File: src/rtl/flit_rx_nic.sv
// flit_rx_nic: receive-side network interface.
// Checks incoming single-flit packets for format and destination, buffers
// accepted payloads in two per-VC FIFOs, and delivers them to the PE through
// a one-stage output register with a valid/ready handshake. Round-robin
// arbitration is used when both VCs hold data.
// Ports:
//   clk, rst_n    clock, asynchronous active-low reset
//   flit_in       [70] valid, [69] single-flit, [68:65] dest, [64] VC, [63:0] payload
//   credit_out    one-cycle pulse per VC when a slot of that VC is freed
//   data_out      payload to PE; data_vc is the VC it arrived on
//   data_valid    data_out/data_vc hold a payload; data_ready is the PE accept
//   drop_cnt      saturating count of misrouted/malformed flits
//   overflow_err  sticky; a flit arrived for a full VC with no same-cycle pop
module flit_rx_nic #(
  parameter logic [3:0]  NODE_ID = 4'd0,
  parameter int unsigned DEPTH   = 4,
  parameter int unsigned CNT_W   = 8
) (
  input  logic             clk,
  input  logic             rst_n,
  input  logic [70:0]      flit_in,
  output logic [1:0]       credit_out,
  output logic [63:0]      data_out,
  output logic             data_vc,
  output logic             data_valid,
  input  logic             data_ready,
  output logic [CNT_W-1:0] drop_cnt,
  output logic             overflow_err
);

  localparam int unsigned DW = 64;
  localparam int unsigned AW = (DEPTH > 1) ? $clog2(DEPTH) : 1;
  localparam int unsigned CW = AW + 1;

  logic [1:0][DEPTH-1:0][DW-1:0] mem_q, mem_d;
  logic [1:0][AW-1:0]            rptr_q, rptr_d;
  logic [1:0][AW-1:0]            wptr_q, wptr_d;
  logic [1:0][CW-1:0]            cnt_q, cnt_d;
  logic                          rr_q, rr_d;
  logic [DW-1:0]                 data_out_q, data_out_d;
  logic                          data_vc_q, data_vc_d;
  logic                          data_valid_q, data_valid_d;
  logic [1:0]                    credit_q, credit_d;
  logic [CNT_W-1:0]              drop_q, drop_d;
  logic                          ovf_q, ovf_d;

  logic                          load_c;
  logic                          win_c;
  logic [1:0]                    ne_c;
  logic [1:0]                    pop_c;
  logic [1:0]                    wr_c;
  logic                          f_vc_c;

  assign f_vc_c = flit_in[64];

  // Arbitration, output register load, ingress checks and FIFO bookkeeping
  always_comb begin
    mem_d        = mem_q;
    rptr_d       = rptr_q;
    wptr_d       = wptr_q;
    cnt_d        = cnt_q;
    rr_d         = rr_q;
    data_out_d   = data_out_q;
    data_vc_d    = data_vc_q;
    data_valid_d = data_valid_q;
    credit_d     = 2'b00;
    drop_d       = drop_q;
    ovf_d        = ovf_q;
    pop_c        = 2'b00;
    wr_c         = 2'b00;

    ne_c[0] = (cnt_q[0] != '0);
    ne_c[1] = (cnt_q[1] != '0);
    load_c  = !data_valid_q || data_ready;
    // Single non-empty VC wins outright; both non-empty defers to the pointer
    win_c   = (ne_c == 2'b11) ? rr_q : ne_c[1];

    // Emptiness uses current counts only, so a same-cycle write never bypasses
    if (load_c) begin
      if (ne_c != 2'b00) begin
        pop_c[win_c]  = 1'b1;
        data_out_d    = mem_q[win_c][rptr_q[win_c]];
        data_vc_d     = win_c;
        data_valid_d  = 1'b1;
        rptr_d[win_c] = rptr_q[win_c] + AW'(1);
        if (ne_c == 2'b11) begin
          rr_d = ~rr_q;
        end
      end else begin
        data_valid_d = 1'b0;
      end
    end
    credit_d = pop_c;

    if (flit_in[70]) begin
      if (!flit_in[69] || (flit_in[68:65] != NODE_ID)) begin
        if (drop_q != {CNT_W{1'b1}}) begin
          drop_d = drop_q + CNT_W'(1);
        end
      end else if ((cnt_q[f_vc_c] < CW'(DEPTH)) || pop_c[f_vc_c]) begin
        wr_c[f_vc_c]                   = 1'b1;
        mem_d[f_vc_c][wptr_q[f_vc_c]]  = flit_in[63:0];
        wptr_d[f_vc_c]                 = wptr_q[f_vc_c] + AW'(1);
      end else begin
        ovf_d = 1'b1;
      end
    end

    for (int v = 0; v < 2; v++) begin
      cnt_d[v] = cnt_q[v] + CW'(wr_c[v]) - CW'(pop_c[v]);
    end
  end

  // State register
  always_ff @(posedge clk or negedge rst_n) begin
    if (!rst_n) begin
      mem_q        <= '0;
      rptr_q       <= '0;
      wptr_q       <= '0;
      cnt_q        <= '0;
      rr_q         <= 1'b0;
      data_out_q   <= '0;
      data_vc_q    <= 1'b0;
      data_valid_q <= 1'b0;
      credit_q     <= 2'b00;
      drop_q       <= '0;
      ovf_q        <= 1'b0;
    end else begin
      mem_q        <= mem_d;
      rptr_q       <= rptr_d;
      wptr_q       <= wptr_d;
      cnt_q        <= cnt_d;
      rr_q         <= rr_d;
      data_out_q   <= data_out_d;
      data_vc_q    <= data_vc_d;
      data_valid_q <= data_valid_d;
      credit_q     <= credit_d;
      drop_q       <= drop_d;
      ovf_q        <= ovf_d;
    end
  end

  assign credit_out   = credit_q;
  assign data_out     = data_out_q;
  assign data_vc      = data_vc_q;
  assign data_valid   = data_valid_q;
  assign drop_cnt     = drop_q;
  assign overflow_err = ovf_q;

endmodule

File: config.mk
export PLATFORM = sky130hd
export DESIGN_NAME = flit_rx_nic
export DESIGN_NICKNAME = d
export VERILOG_FILES = /design/src/rtl/flit_rx_nic.sv
export SDC_FILE = /design/constraint.sdc
export NUM_CORES = 1
export LEC_CHECK = 0
export ABC_CLOCK_PERIOD_IN_PS = 2830
export CAP_MARGIN = 25
export CORE_MARGIN = 10
export CORE_UTILIZATION = 40
export DETAILED_ROUTE_END_ITERATION = 8
export PLACE_DENSITY = 0.65
export RECOVER_POWER = 100
export REMOVE_ABC_BUFFERS = 1
export SYNTH_ARGS = -nofsm -noshare
export SYNTH_HDL_FRONTEND = slang
export SYNTH_SLANG_ARGS = --single-unit
export TNS_END_PERCENT = 1
File: constraint.sdc
create_clock -name clk -period 2.83 [get_ports clk]
set_input_delay 0.566 -clock clk [delete_from_list [all_inputs] [get_ports clk]]
set_output_delay 0.566 -clock clk [all_outputs]
set_load 0.05 [all_outputs]
# After elaboration in Yosys (flattened, before gate mapping)
# Cells that the tools add are included.
# totals
regBits	604
in_bits	74
# classes
n_addsub	7
order_cmp	8
n_eq_ne	2
muxes	34
bitwise	3
n_reduce_logical	17
# op_table
operator	count
2-to-1 mux 256 bit	3
bitwise mux 512 bit	1
demux 256 bit (select 1 bit)	1
binary-select mux 64 bit (select 2 bit)	1
demux 64 bit (select 2 bit)	1
2-to-1 mux 64 bit	2
2-to-1 mux 2 bit	11
AND reduction 3 bit	4
adder 8 x 1 -> 8 bit (second input constant)	1
bitwise mux 4 bit	2
!= test 8 bit (second input constant)	1
adder 3 x 1 -> 3 bit	2
less-than comparator 2 x 3 -> 1 bit (second input constant)	2
2-to-1 mux 1 bit	6
2-to-1 mux 3 bit	2
nonzero test 3 bit	2
subtractor 3 x 1 -> 3 bit	2
adder 2 x 1 -> 2 bit (second input constant)	2
demux 2 bit (select 1 bit)	2
less-than comparator 1 x 2 -> 1 bit (second input constant)	2
nonzero test 4 bit	1
logical AND 1 bit	3
logical OR 1 bit	3
less-than comparator 3 bit (second input constant)	1
other kinds (8)	13

# Depth between registers and ports, before layout
# logic_depth
ltp_word	17
mapped_depth	13
ltp_nobuf	10

# Least setup slack after synthesis
# Ideal clock, no wire load.
# synth_timing
kind	reg2reg
start	reg cnt_q[0] in the netlist's numbering
end	reg cnt_q[2] in the netlist's numbering
arrival_time_ps	2888
t_required_ps	2707
path_slack_ps	-181
stages_incl_launch_ff	14
path_buffers	4
synth_period_minus_slack_ps	3011
path_cell_list	dfrtp_1 -> nor3_1 -> clkbuf_1 -> o21a_1 -> clkbuf_1 -> buf_2 -> buf_2 -> nor2_1 -> ha_1 -> inv_1 -> ha_1 -> fa_1 -> xnor2_1 -> xnor2_1
# synth_lines
element	line	rtl
from (decl)	38	logic [1:0][CW-1:0] cnt_q, cnt_d;
from (signal assigned)	132	cnt_q <= cnt_d;

# Worst setup path in the final report
# layout_timing
start	in flit_in[64]
end	reg mem_q[258] in the netlist's numbering
# layout_between
elab_chain_len	9
elab_cells_between_ends	20
classes_between	order compare: 5; mux: 11; reduce/logical: 4
# layout_lines
element	line	rtl
from (decl)	21	input logic [70:0] flit_in,
2-to-1 mux 2 bit (not written as such) (2 in a row)	102	mem_d[f_vc_c][wptr_q[f_vc_c]] = flit_in[63:0];
less-than comparator 2 x 3 -> 1 bit (not written as such) / >= comparator 2 x 1 -> 1 bit (equally long branches)	102	
logical AND 1 bit (not written as such)	102	
2-to-1 mux 64 bit (not written as such)	102	
demux 64 bit (select 2 bit)	102	
2-to-1 mux 256 bit (not written as such)	102	
demux 256 bit (select 1 bit)	102	
bitwise mux 512 bit	102	
to (signal assigned)	129	mem_q <= mem_d;
to (decl)	35	logic [1:0][DEPTH-1:0][DW-1:0] mem_q, mem_d;
# Several ways; a longest one is shown, not always the timed one. The select of a mux whose other input is x is not followed.
# A chain may end at the register's enable or synchronous reset.

==> run_results.csv <==
group,metric,value,unit
cells_and_area,final_cell_mix,"dfrtp_1, mux2_2, mux2i_1",
route,routedWlPerCell,22.7,um
route,via_per_inst,5.41,
die,die_h,281,um
clock_tree,cts.sinks,604,
synthesis,synth_edf_count,0,
route,wl,67500,um
critical_path,r2r_slack,0.21,ns
timing,worst_pin_slew,1.52,ns
timing,holdWs,0.481,ns
grt,grt_pass1_wl,106000,um
clock_tree,numCtsBuffers,67,
pwr,powerDensity,802,nW/um^2
worst_hold_path,min_from,"data_vc$_DFFE_PN0P_",
job,max_cap_viol_count,2,
synthesis,async_flop_share,100,%
critical_path,timing.rr.start,"cnt_q[3]$_DFF_PN0_",
die,core,67400,um^2
grt,grt_max_degree,73,
timing,rsz0062_at_grt,"no",
status,status,"finished, violations left",
cells_and_area,nets,2144,
pwr,ir_drop,1.05,mV
clock_tree,cts.clk_slew.worst_paths,0.06,ns
cells_and_area,drive_gt1_share,38.3,%
route,post-route-drc-count,0,
timing,tns,0,ns
critical_path,cp.arrival,3.19,ns
synthesis,netlist_area,27300,um^2
clock_tree,cts_tree,"built",
synthesis,yosysWarnings,0,
timing,fmax,368,MHz
timing,fin_crit,2.72,ns
critical_path,crit_required,3.31,ns
synthesis,muxShareOfSynthArea,36.1,%
clock_tree,insertion_delay,0.61,ns
clock_tree,clockBufferDepth,3,
route,vias,16100,
place,gp_congestion,0.760,
die,initial_core_util,40.5,%
timing,finalClockSkew,0.0214,ns
critical_path,cp-start-kind,"input pin",
grt,grt_overflow,0,
synthesis,synth_ff_type,"dfrtp_1",
critical_path,reg2reg_depth,10,
cells_and_area,fill_cells,5699,
synthesis,synthXorXnorAreaFrac,0.514,%
synthesis,synth-compound-area-share,2.87,%
worst_hold_path,whs_path_depth,1,
synthesis,seq_area_frac_synth,55.4,%
die,rows,95,
critical_path,path_class,"in -> reg",
synthesis,synth_top_family_by_area,"multiplexers",
synthesis,syn_inst,1851,
synthesis,synth_largest_area_cell,"dfrtp_1",
route,dr.pass1.iters,4,
cells_and_area,antenna_cells,0,
clock_tree,htreeDepth,3,
synthesis,synthTopCellsByArea,"dfrtp_1, mux2_2, mux2i_1",
synthesis,synth_area_per_cell,14.7,um^2
place,hpwlAfterDp,41100,um
timing,setup_viol,0,
die,top_level_ports,151,
place,port_buffers,150,
grt,grt_pass1_vias,17300,
cells_and_area,areaGrowthSynthToFinish,19.5,%
grt,grt_use_total,17.3,%
synthesis,synth_adder_area_share,0.559,%
worst_hold_path,hold_end,"data_vc$_DFFE_PN0P_",
synthesis,synth-simple-area-share,1.86,%
timing,hold_violations,0,
worst_hold_path,hp-class,"reg -> reg",
clock_tree,cts_root_buf,"clkbuf_16",
route,ant_nets,0,
timing,slew_headroom,-1.62,%
route,drt_first_iter_violations,832,
status,violations,"capacitance limit, slew limit",
pwr,leakage,15.7,nW
synthesis,synth-seq-cells,604,
critical_path,worstPathMaxFanout,13,
grt,antenna_found_initial,4,
timing,maxSlewViolCount,93,
cells_and_area,final_common_cell,"dfrtp_1",
critical_path,cp-startpoint,"flit_in[64]",
timing,min_period_over_period,96.0,%
die,dieArea,79100,um^2
critical_path,r2r_end,"cnt_q[2]$_DFF_PN0_",
critical_path,crit_path_end_kind,"register",
synthesis,synth_top_area_share,55.4,%
die,die_w,281,um
synthesis,synth_cell_types,47,
==> synth_stat cells (2+ instances only) <==
master	count
xor2_1	5
a21oi_1	2
nand2_1	65
nand3_1	4
mux2i_1	258
nand4_1	4
mux2_1	44
xnor2_1	11
nor3_1	4
nor4_1	2
buf_2	36
ha_1	9
nor2_1	6
mux2_2	601
o221ai_1	64
clkbuf_1	44
and3_1	3
a21o_1	2
nor4_4	3
a2111oi_4	4
fa_1	2
nor4b_1	2
dfrtp_1	604
buf_6	26
inv_1	15
buf_1	10
==> per-stage QoR <==
| step | utilization [%] | power, W | instances | setup WS (ns) | cell area, um^2 |
|---|---|---|---|---|---|
| 3_5_place_dp | 45.6 | 0.0180 | 2862 | -0.377 | 30800 |
| 2_1_floorplan | - | 0.0149 | 1734 | -4.33 | 26600 |
| 6_report | 48.4 | 0.0261 | 2977 | 0.114 | 32600 |
| 4_1_cts | 48.8 | 0.0267 | 2977 | 0.211 | 32900 |
| 3_3_place_gp | 45.6 | 0.0179 | 2862 | -0.366 | 30800 |
| 5_1_grt | 48.4 | 0.0272 | 2977 | 0.0454 | 32600 |
==> power by group <==
part | switching [W] | total (W) | leakage (nW) | internal (W)
logic | 0.00451 | 0.00739 | 6.28 | 0.00288
clock network | 0.00350 | 0.00855 | 1.06 | 0.00505
registers | 0.000765 | 0.0102 | 8.31 | 0.00943
==> cell families (layout without fill, tap and decap cells) <==
logic type	Yosys count	after routing
muxes	903	903
DFF	604	604
and+or+nand+nor	101	101
adders and majority gates	11	11
xor gates and xnor gates	16	16
AOI/OAI and AO/OA	83	83
buffers and inverters	133	386
==> worst max path at each step <==
| stage | to | slack, ns | cells after the start |
|---|---|---|---|
| detailed placement | cnt_q[5]$_DFF_PN0_ | -0.38 | 11 |
| finish | mem_q[258]$_DFFE_PN0P_ | 0.11 | 9 |
| CTS | cnt_q[2]$_DFF_PN0_ | 0.21 | 10 |
| global placement | cnt_q[2]$_DFF_PN0_ | -0.37 | 11 |
| global route | mem_q[136]$_DFFE_PN0P_ | 0.05 | 7 |
| floorplan | cnt_q[5]$_DFF_PN0_ | -4.33 | 9 |
==> what timing repair did <==
action	in CTS	in global routing
resized for setup	0	0
endpoints found under the hold margin	46	0
buffers inserted	0	0
hold buffers	1	0
==> state kept, by name, summed over array words and instances (netlist names) <==
register	cells
rptr_q	4
mem_q	512
data_out	64
data_vc	1
data_valid	1
wptr_q	4
rr_q	1
drop_cnt	8
overflow_err	1
credit_out	2
cnt_q	6
==> area by class of cell <==
class | instances | area (um^2) | share of cell area [%]
inverter | 16 | 60.1 | 0.184
clock inverter | 15 | 163 | 0.499
sequential | 604 | 15100 | 46.4
timing repair buffer | 256 | 2780 | 8.53
multi-input combinational | 1114 | 11400 | 34.9
clock buffer | 99 | 1990 | 6.10
tap | 873 | 1090 | 3.35
==> critical path, cell delays in order <==
cell             delay (ns)
clkdlybuf4s50_1        0.53
buf_4                  0.16
mux2i_1                0.35
ha_1                   0.21
inv_1                  0.06
a2111oi_2              0.46
buf_4                  0.25
buf_6                  0.21
mux2_2                 0.36
==> routing by layer <==
layer | vias up | global-route usage, % | routed length (um)
li1 | 7161 | - | -
met1 | 8624 | 23.4 | 31300
met2 | 233 | 28.2 | 32400
met3 | 85 | 2.90 | 2570
met4 | 8 | 4.69 | 1180
met5 | - | 0 | 41
No activity file was read; power rests on OpenSTA's default activity.
